<file path="src/rtl/vga_sync_monitor_if.sv">
// vga_if: VGA output bundle as seen between the video pipeline and its monitor
interface vga_if;
    logic       vga_HS;
    logic       vga_VS;
    logic       vga_BLANK;
    logic [7:0] vga_R;
    logic [7:0] vga_G;
    logic [7:0] vga_B;
    modport master (output vga_HS, vga_VS, vga_BLANK, vga_R, vga_G, vga_B);
    modport slave  (input  vga_HS, vga_VS, vga_BLANK, vga_R, vga_G, vga_B);
endinterface

</file>
<file path="src/rtl/vga_sync_monitor.sv">
// vga_sync_monitor: measures VGA line/frame timing, locks on the configured mode, checksums each frame
module vga_sync_monitor #(
    parameter int H_TOTAL         = 800,
    parameter int H_ACTIVE        = 640,
    parameter int V_TOTAL         = 525,
    parameter int V_ACTIVE        = 480,
    parameter bit SYNC_ACTIVE_LOW = 1'b1
) (
    input  logic        clk_clk,
    input  logic        reset_reset,
    vga_if.slave        vga,
    input  logic        clear_errors,
    output logic        locked,
    output logic        frame_done,
    output logic [11:0] meas_h_total,
    output logic [11:0] meas_h_active,
    output logic [11:0] meas_v_total,
    output logic [11:0] meas_v_active,
    output logic [15:0] frame_checksum,
    output logic [15:0] frame_count,
    output logic        err_h,
    output logic        err_v
);
    typedef enum logic [1:0] {SEARCH, ACQUIRE, LOCKED} state_t;
    state_t state, state_nxt;
    logic hs_q, vs_q, hs_p, vs_p, blank_q;
    logic [7:0] r_q, g_q, b_q;
    logic [11:0] h_cnt, h_act, v_cnt, v_act;
    logic [15:0] acc;
    logic frame_bad;
    logic hs_edge, vs_edge;
    logic [11:0] line_total, line_act, v_cnt_nxt, v_act_nxt;
    logic [15:0] acc_nxt;
    logic line_ok, line_bad, frame_match, frame_clean;
    logic cap_line, cap_frame, cnt_inc, err_h_set, err_v_set;

    // register the video pins once, with syncs normalised so 1 always means asserted
    always_ff @(posedge clk_clk) begin
        if (reset_reset) begin
            {hs_q, vs_q, hs_p, vs_p, blank_q} <= '0;
            {r_q, g_q, b_q} <= '0;
        end else begin
            hs_q    <= vga.vga_HS ^ SYNC_ACTIVE_LOW;
            vs_q    <= vga.vga_VS ^ SYNC_ACTIVE_LOW;
            hs_p    <= hs_q;
            vs_p    <= vs_q;
            blank_q <= vga.vga_BLANK;
            r_q     <= vga.vga_R;
            g_q     <= vga.vga_G;
            b_q     <= vga.vga_B;
        end
    end

    // per-cycle view of the line/frame being closed, including this cycle's contribution
    always_comb begin
        hs_edge     = hs_q & ~hs_p;
        vs_edge     = vs_q & ~vs_p;
        line_total  = &h_cnt ? h_cnt : h_cnt + 12'd1;
        line_act    = (&h_act || !blank_q) ? h_act : h_act + 12'd1;
        line_ok     = line_total == 12'(H_TOTAL) && (line_act == 12'd0 || line_act == 12'(H_ACTIVE));
        line_bad    = hs_edge & ~line_ok;
        v_cnt_nxt   = (hs_edge && !(&v_cnt)) ? v_cnt + 12'd1 : v_cnt;
        v_act_nxt   = (hs_edge && line_act != 12'd0 && !(&v_act)) ? v_act + 12'd1 : v_act;
        acc_nxt     = blank_q ? acc + 16'(r_q) + 16'(g_q) + 16'(b_q) : acc;
        frame_match = v_cnt_nxt == 12'(V_TOTAL) && v_act_nxt == 12'(V_ACTIVE);
        frame_clean = ~frame_bad & ~line_bad;
    end

    // horizontal counters restart after every HS edge and saturate if HS goes missing
    always_ff @(posedge clk_clk) begin
        if (reset_reset || hs_edge) begin
            h_cnt <= '0;
            h_act <= '0;
        end else begin
            h_cnt <= line_total;
            h_act <= line_act;
        end
    end

    // vertical counters, pixel accumulator and per-frame line health restart on every VS edge
    always_ff @(posedge clk_clk) begin
        if (reset_reset || vs_edge) begin
            v_cnt     <= '0;
            v_act     <= '0;
            acc       <= '0;
            frame_bad <= 1'b0;
        end else begin
            v_cnt     <= v_cnt_nxt;
            v_act     <= v_act_nxt;
            acc       <= acc_nxt;
            frame_bad <= frame_bad | line_bad;
        end
    end

    // lock state register
    always_ff @(posedge clk_clk) begin
        if (reset_reset) state <= SEARCH;
        else state <= state_nxt;
    end

    // lock transitions: any bad line or frame while locked drops straight back to SEARCH
    always_comb begin
        state_nxt = state == SEARCH  ? (vs_edge ? ACQUIRE : SEARCH)
                  : state == ACQUIRE ? ((vs_edge && frame_match && frame_clean) ? LOCKED : ACQUIRE)
                  : (line_bad || (vs_edge && !frame_match)) ? SEARCH : LOCKED;
    end

    // state-derived strobes; measurements are ignored while searching
    always_comb begin
        locked    = state == LOCKED;
        cap_line  = hs_edge && state != SEARCH;
        cap_frame = vs_edge && state != SEARCH;
        cnt_inc   = cap_frame && state_nxt == LOCKED;
        err_h_set = locked && line_bad;
        err_v_set = locked && vs_edge && !frame_match;
    end

    // published measurements, frame counter and sticky error flags (a new error beats a clear)
    always_ff @(posedge clk_clk) begin
        if (reset_reset) begin
            frame_done     <= 1'b0;
            meas_h_total   <= '0;
            meas_h_active  <= '0;
            meas_v_total   <= '0;
            meas_v_active  <= '0;
            frame_checksum <= '0;
            frame_count    <= '0;
            err_h          <= 1'b0;
            err_v          <= 1'b0;
        end else begin
            frame_done <= cap_frame;
            if (cap_line) meas_h_total <= line_total;
            if (cap_line && line_act != 12'd0) meas_h_active <= line_act;
            if (cap_frame) begin
                meas_v_total   <= v_cnt_nxt;
                meas_v_active  <= v_act_nxt;
                frame_checksum <= acc_nxt;
            end
            if (cnt_inc) frame_count <= frame_count + 16'd1;
            err_h <= err_h_set | (err_h & ~clear_errors);
            err_v <= err_v_set | (err_v & ~clear_errors);
        end
    end
endmodule

</file>
<file path="src/flat_wrapper.sv">
// flat-port wrapper written by rule: the top's interface ports become plain ports
module vga_sync_monitor_flat 
#(
    parameter int H_TOTAL         = 800,
    parameter int H_ACTIVE        = 640,
    parameter int V_TOTAL         = 525,
    parameter int V_ACTIVE        = 480,
    parameter bit SYNC_ACTIVE_LOW = 1'b1
)
  (clk_clk, reset_reset, clear_errors, locked, frame_done, meas_h_total, meas_h_active, meas_v_total, meas_v_active, frame_checksum, frame_count, err_h, err_v, vga_vga_HS, vga_vga_VS, vga_vga_BLANK, vga_vga_R, vga_vga_G, vga_vga_B);
  vga_if vga_i ();
  input  logic clk_clk;
  input  logic reset_reset;
  input  logic clear_errors;
  output logic locked;
  output logic frame_done;
  output logic [11:0] meas_h_total;
  output logic [11:0] meas_h_active;
  output logic [11:0] meas_v_total;
  output logic [11:0] meas_v_active;
  output logic [15:0] frame_checksum;
  output logic [15:0] frame_count;
  output logic err_h;
  output logic err_v;
  input wire logic [$bits(vga_i.vga_HS)-1:0] vga_vga_HS;
  input wire logic [$bits(vga_i.vga_VS)-1:0] vga_vga_VS;
  input wire logic [$bits(vga_i.vga_BLANK)-1:0] vga_vga_BLANK;
  input wire logic [$bits(vga_i.vga_R)-1:0] vga_vga_R;
  input wire logic [$bits(vga_i.vga_G)-1:0] vga_vga_G;
  input wire logic [$bits(vga_i.vga_B)-1:0] vga_vga_B;
  assign vga_i.vga_HS = vga_vga_HS;
  assign vga_i.vga_VS = vga_vga_VS;
  assign vga_i.vga_BLANK = vga_vga_BLANK;
  assign vga_i.vga_R = vga_vga_R;
  assign vga_i.vga_G = vga_vga_G;
  assign vga_i.vga_B = vga_vga_B;
  vga_sync_monitor #(.H_TOTAL(H_TOTAL), .H_ACTIVE(H_ACTIVE), .V_TOTAL(V_TOTAL), .V_ACTIVE(V_ACTIVE), .SYNC_ACTIVE_LOW(SYNC_ACTIVE_LOW)) u_core (.clk_clk(clk_clk), .reset_reset(reset_reset), .vga(vga_i), .clear_errors(clear_errors), .locked(locked), .frame_done(frame_done), .meas_h_total(meas_h_total), .meas_h_active(meas_h_active), .meas_v_total(meas_v_total), .meas_v_active(meas_v_active), .frame_checksum(frame_checksum), .frame_count(frame_count), .err_h(err_h), .err_v(err_v));
endmodule
</file>
<file path="config.mk">
export PLATFORM = sky130hd
export DESIGN_NAME = vga_sync_monitor_flat
export DESIGN_NICKNAME = d
export VERILOG_FILES = /design/src/rtl/vga_sync_monitor_if.sv /design/src/rtl/vga_sync_monitor.sv /design/src/flat_wrapper.sv
export SDC_FILE = /design/constraint.sdc
export NUM_CORES = 1
export LEC_CHECK = 0
export CORE_UTILIZATION = 59
export DETAILED_ROUTE_END_ITERATION = 6
export PLACE_DENSITY_LB_ADDON = 0.12
export SLEW_MARGIN = 20
export SYNTH_ARGS = -nofsm -noshare
export SYNTH_HDL_FRONTEND = slang
export SYNTH_SLANG_ARGS = --single-unit
</file>
<file path="constraint.sdc">
create_clock -name clk_clk -period 11.6 [get_ports clk_clk]
set_clock_uncertainty 0.15 [all_clocks]
set_input_delay 2.9 -clock clk_clk [delete_from_list [all_inputs] [get_ports clk_clk]]
set_output_delay 2.9 -clock clk_clk [all_outputs]
set_load 0.1 [all_outputs]
</file>
**After elaboration in Yosys (flattened, before gate mapping)**

Cells that the tools add are included.

- Word-level logic and storage cells: 98
- Output and inout port bits: 84
- Bits in registers: 179

- Equal/unequal tests: 7
- $add $sub $neg: 8
- Bitwise gates (word level): 17
- Multiplexer cells: 10
- Reduce and logical (&&, ||, !) cells: 32

Operators by type and width:

| kind | number |
|---|---|
| 12-bit by 1-bit adder with 12-bit output, second input constant | 4 |
| 16-bit by 8-bit adder with 16-bit output | 3 |
| 12-bit 2-to-1 mux | 4 |
| 12-bit AND reduction | 4 |
| 12-bit by 10-bit == test with 1-bit output, second input constant | 3 |
| 16-bit by 1-bit adder with 16-bit output, second input constant | 1 |
| 16-bit 2-to-1 mux | 1 |
| 1-bit logical AND | 15 |
| 12-bit by 9-bit == test with 1-bit output, second input constant | 1 |
| 12-bit logical NOT | 1 |
| 12-bit nonzero test | 1 |
| 2-bit 2-to-1 mux | 4 |
| 1-bit inverter | 8 |
| 1-bit AND | 6 |
| 1-bit logical OR | 5 |
| 2-bit == test, second input constant | 2 |
| 1-bit logical NOT | 4 |
| 1-bit bitwise OR | 3 |
| 2-bit by 1-bit == test with 1-bit output, second input constant | 1 |
| 2-bit logical NOT | 1 |
| 2-bit nonzero test | 1 |
| 1-bit 2-to-1 mux | 1 |

**Logic depth before layout (Yosys ltp)**

- Depth in word-level cells: 17
- Mapped depth: 16
- Depth with buffers taken out: 15

**Worst setup path before layout**

Ideal clock, no wire load.

- Path type: register to output
- Start point: reg u_core.state[1]
- End point: out locked
- Data arrival time: 1.944 ns
- Cell stages (with the launch flop): 3
- Path slack: 6.606 ns
- Path buffers: 1
- Cells stage by stage: dfxtp_1 -> clkbuf_1 -> nor2b_1

- Cells in the longest elaborated chain, start to end: 1

Ends and longest elaborated chain:

| item | RTL line | RTL |
|---|---|---|
| start: declaration | vga_sync_monitor.sv:25 | `state_t state, state_nxt;` |
| start signal: assignment | vga_sync_monitor.sv:98 | `else state <= state_nxt;` |
| 2-bit == test | vga_sync_monitor.sv:110 | `locked = state == LOCKED;` |
| end: declaration | flat_wrapper.sv:15 | `output logic locked;` |

Every way passes these cells.

**Worst setup path in the final report**

Same ends and word-level chain as after synthesis.

==> impl_metrics.json <==
{
  "status": "finished, final reports clean",
  "yosysTopAreaCell": "dfxtp_1",
  "synth.top_cell.area_share_pct": 43.2,
  "finalHoldViolations": 0,
  "finalWorstSetupSlack_ps": 6150,
  "ys.warnings.count": 0,
  "die-area_mm2": 0.0145,
  "rrSetupSlack_ps": 6840,
  "gp_congestion": 0.923,
  "timing.critical_path.from_type": "flop",
  "finalCritPeriodShare_pct": 46.9,
  "cts_tree": "built",
  "design_power_total_mw": 1.38,
  "totalNegativeSetupSlack_ps": 0,
  "cts.root.buffer_cell": "clkbuf_16",
  "grt_setup_unrepaired": "false",
  "detail_route.first_pass.iterations": 5,
  "port_buffers": 113,
  "cp_max_fo": 8,
  "crit_arrival_ps": 2400,
  "dominantRegCellSynth": "dfxtp_1",
  "cts-root-to-sink-buffers": 2,
  "final_hold_slack_ps": 313,
  "antenna_violating_nets_left": 0,
  "reg2regPathDepth": 11,
  "area_used_by_multi_input_combinational_logic_mm2": 0.00439,
  "final_net_count": 1086,
  "cts_repair_resize_count": 0,
  "synthesis.nets": 1007,
  "detailedPlace.worstSlack_ps": 6680,
  "detail_route.drc_violations": 0,
  "die_height_um": 121,
  "drt_iter0_drc": 591,
  "min_delay_worst_endpoint": "u_core.meas_v_total[7]",
  "detail_route.wirelength_um": 18500,
  "synth-seq-area-share_pct": 43.2,
  "detailroute.via_count": 7059,
  "endpoint_of_the_most_critical_register_to_register_path": "u_core.frame_count[7]",
  "timing.slew.headroom_pct": 30.3,
  "insertion_delay_ps": 430,
  "cts_setup_buffers": 0,
  "setup_viol": 0,
  "worst_path_largest_cell_delay_ps": 1200,
  "synth-async-reset-ratio_pct": 0,
  "placed_cells": 1181,
  "grt_first_pass_wirelength_um": 30800,
  "timing.critical_path.cells": "nor2b_1 > clkdlybuf4s50_1",
  "ys_ff_latch": 179,
  "worstPathBufferInverterCount": 1,
  "fin_cells": 1213,
  "drv.max_cap_violation_count": 0,
  "place.detailed.hpwl_um": 12700,
  "synth_unique_cells": 68,
  "number_of_global_route_vias_before_repair": 6463,
  "worst_setup_hold_path_clk_slew_ps": 60,
  "post_synth_main_area_contributors": "dfxtp_1 43%, nor2_1 7.6%, a211oi_1 4.6%",
  "hold_buffers": 0,
  "synth_edf_count": 0,
  "min_path_type": "flop to flop",
  "htree_levels": 4,
  "filler_cell_count": 1050,
  "period_needed_ps": 5450,
  "tritoncts.num_buffers": 17,
  "crit_path_top_delay_cell": "clkdlybuf4s50_1",
  "ir_drop_uv": 112,
  "insertedDiodeCount": 0,
  "number_of_antenna_violations_at_the_first_check_in_global_routing": 0,
  "drive_gt1_share_pct": 5.11,
  "finalMaxSlewViolations": 0,
  "cpLargestDelayFamily": "buffers and inverters",
  "clock_sink_count": 179,
  "regArea_mm2": 0.00358,
  "p_per_area_mw_per_mm2": 138,
  "worstMarginPinSlew_ps": 1040,
  "detail_route.vias_per_cell": 5.82,
  "num_rows": 42,
  "synth.avg_cell_area_um2": 8.78,
  "hold-path-cell-count": 2,
  "leakage_power_summed_over_all_cells_nw": 3.40,
  "grtUsageTotal_pct": 26.4,
  "core_mm2": 0.0135,
  "floorplan.initialDensity_pct": 61.5,
  "max_clock_freq_ghz": 0.184,
  "grt-ovfl-total": 0,
  "num_io_pins": 114,
  "area_growth_pct": 20.8,
  "wire_length_per_cell_after_detailed_routing_um": 15.2,
  "syn-instance-count": 945,
  "hp-start": "u_core.meas_v_total[7]",
  "maximum_number_of_pins_on_one_net_before_global_route_repair": 73,
  "kind_of_capture_point_of_the_worst_setup_path": "output port",
  "critical_path.reg2reg.startpoint": "u_core.blank_q",
  "path_class": "flop to output port",
  "worst_ep_required_time_ps": 8550,
  "syn_area_mm2": 0.00830,
  "die_width_um": 121
}
-- cell families after synthesis --
logic type	count (synthesis)	share of synthesized area [%]
xor gates and xnor gates	38	4.01
and+or+nand+nor	409	24.8
DFF	179	43.2
buffers and inverters	79	3.96
AOI/OAI and AO/OA	192	15.8
muxes	16	1.94
adders and majority gates	32	6.27
-- registers in the layout (all words and copies together) (netlist names), 8 cells and up --
signal	flops
u_core.g_q	8
u_core.h_cnt	12
u_core.frame_count	16
u_core.meas_v_active	12
u_core.b_q	8
u_core.frame_checksum	16
u_core.v_act	12
u_core.v_cnt	12
u_core.r_q	8
u_core.meas_v_total	12
u_core.acc	16
u_core.meas_h_active	12
u_core.h_act	12
u_core.meas_h_total	12
-- worst reg2reg max path, cell delays in order, from the launching register on --
cell and delay, ps:
dfxtp_1 800, nand3_1 250, a211o_1 330, a221oi_2 240, nand4b_2 220, nor3_1 660
buf_4 270, a211o_1 100, nand3_1 140, or3_1 740, or4_1 630, a21oi_1 160
-- synth_stat cells (7+ instances only) --
cell      count
a211oi_1     51
a21oi_1      50
and3_1       14
buf_2        11
clkbuf_1     40
dfxtp_1     179
fa_1         16
ha_1         16
inv_1        22
mux2i_1      15
nand2_1      42
nand3_1      28
nand4_1      22
nor2_1      168
nor2b_1      41
nor3_1       25
nor4_1       11
o21ai_0      24
o31ai_1      14
or3_1         7
or4_1        12
xnor2_1      25
xor2_1       13
-- stage by stage --
step                      util, %  cell area, um^2
after detailed placement     69.9             9440
after floorplan                 -             8300
final                        74.2            10000
after global placement       69.9             9440
after CTS                    74.2            10000
after global routing         74.2            10000
-- cell type report --
| class | count | share of cell area, % |
|---|---|---|
| multi-input combinational | 687 | 43.8 |
| sequential | 179 | 35.8 |
| timing repair buffer | 117 | 11.6 |
| clock buffer | 18 | 4.28 |
| tap | 176 | 2.20 |
| clock inverter | 14 | 1.55 |
| inverter | 22 | 0.824 |
-- where the power goes --
part / internal (mW) / switching, mW / leakage [nW]
logic: 0.0606 / 0.110 / 1.67
registers: 0.631 / 0.0122 / 1.45
clock network: 0.320 / 0.247 / 0.275
total: 1.01 / 0.369 / 3.40
-- metal layers --
metal | track usage (%) | routed length, um | vias up | share of wire, %
li1 | - | - | 3526 | -
met1 | 35.0 | 8690 | 3350 | 47
met2 | 42.8 | 8680 | 160 | 47
met3 | 5.38 | 770 | 23 | 4.2
met4 | 9.34 | 308 | 0 | 1.7
met5 | 0 | 0 | - | 0
-- cells in the final DEF, fill, tap and decap left out, drive strengths merged, types with 15 or more instances in the layout --
cell type / synthesis / layout
dfxtp: 179 / 179
nor2: 168 / 168
clkdlybuf4s50: 0 / 112
a211oi: 52 / 52
a21oi: 50 / 50
nand2: 42 / 42
nor2b: 41 / 41
nand3: 28 / 28
o21ai: 26 / 26
inv: 22 / 26
nor3: 25 / 25
xnor2: 25 / 25
nand4: 22 / 22
clkbuf: 40 / 18
fa: 16 / 16
ha: 16 / 16
mux2i: 15 / 15
and3: 15 / 15
-- how the worst max path moves through the flow --
stage / slack (ps) / cells past startpoint / to / start
after floorplan: 6610 / 2 / locked / u_core.state[1]
after global placement: 6690 / 2 / locked / u_core.state[1]
after detailed placement: 6680 / 2 / locked / u_core.state[1]
after CTS: 6160 / 2 / locked / u_core.state[1]
after global routing: 6080 / 2 / locked / u_core.state[1]
final: 6150 / 2 / locked / u_core.state[1]
No activity file was read; power rests on OpenSTA's default activity.
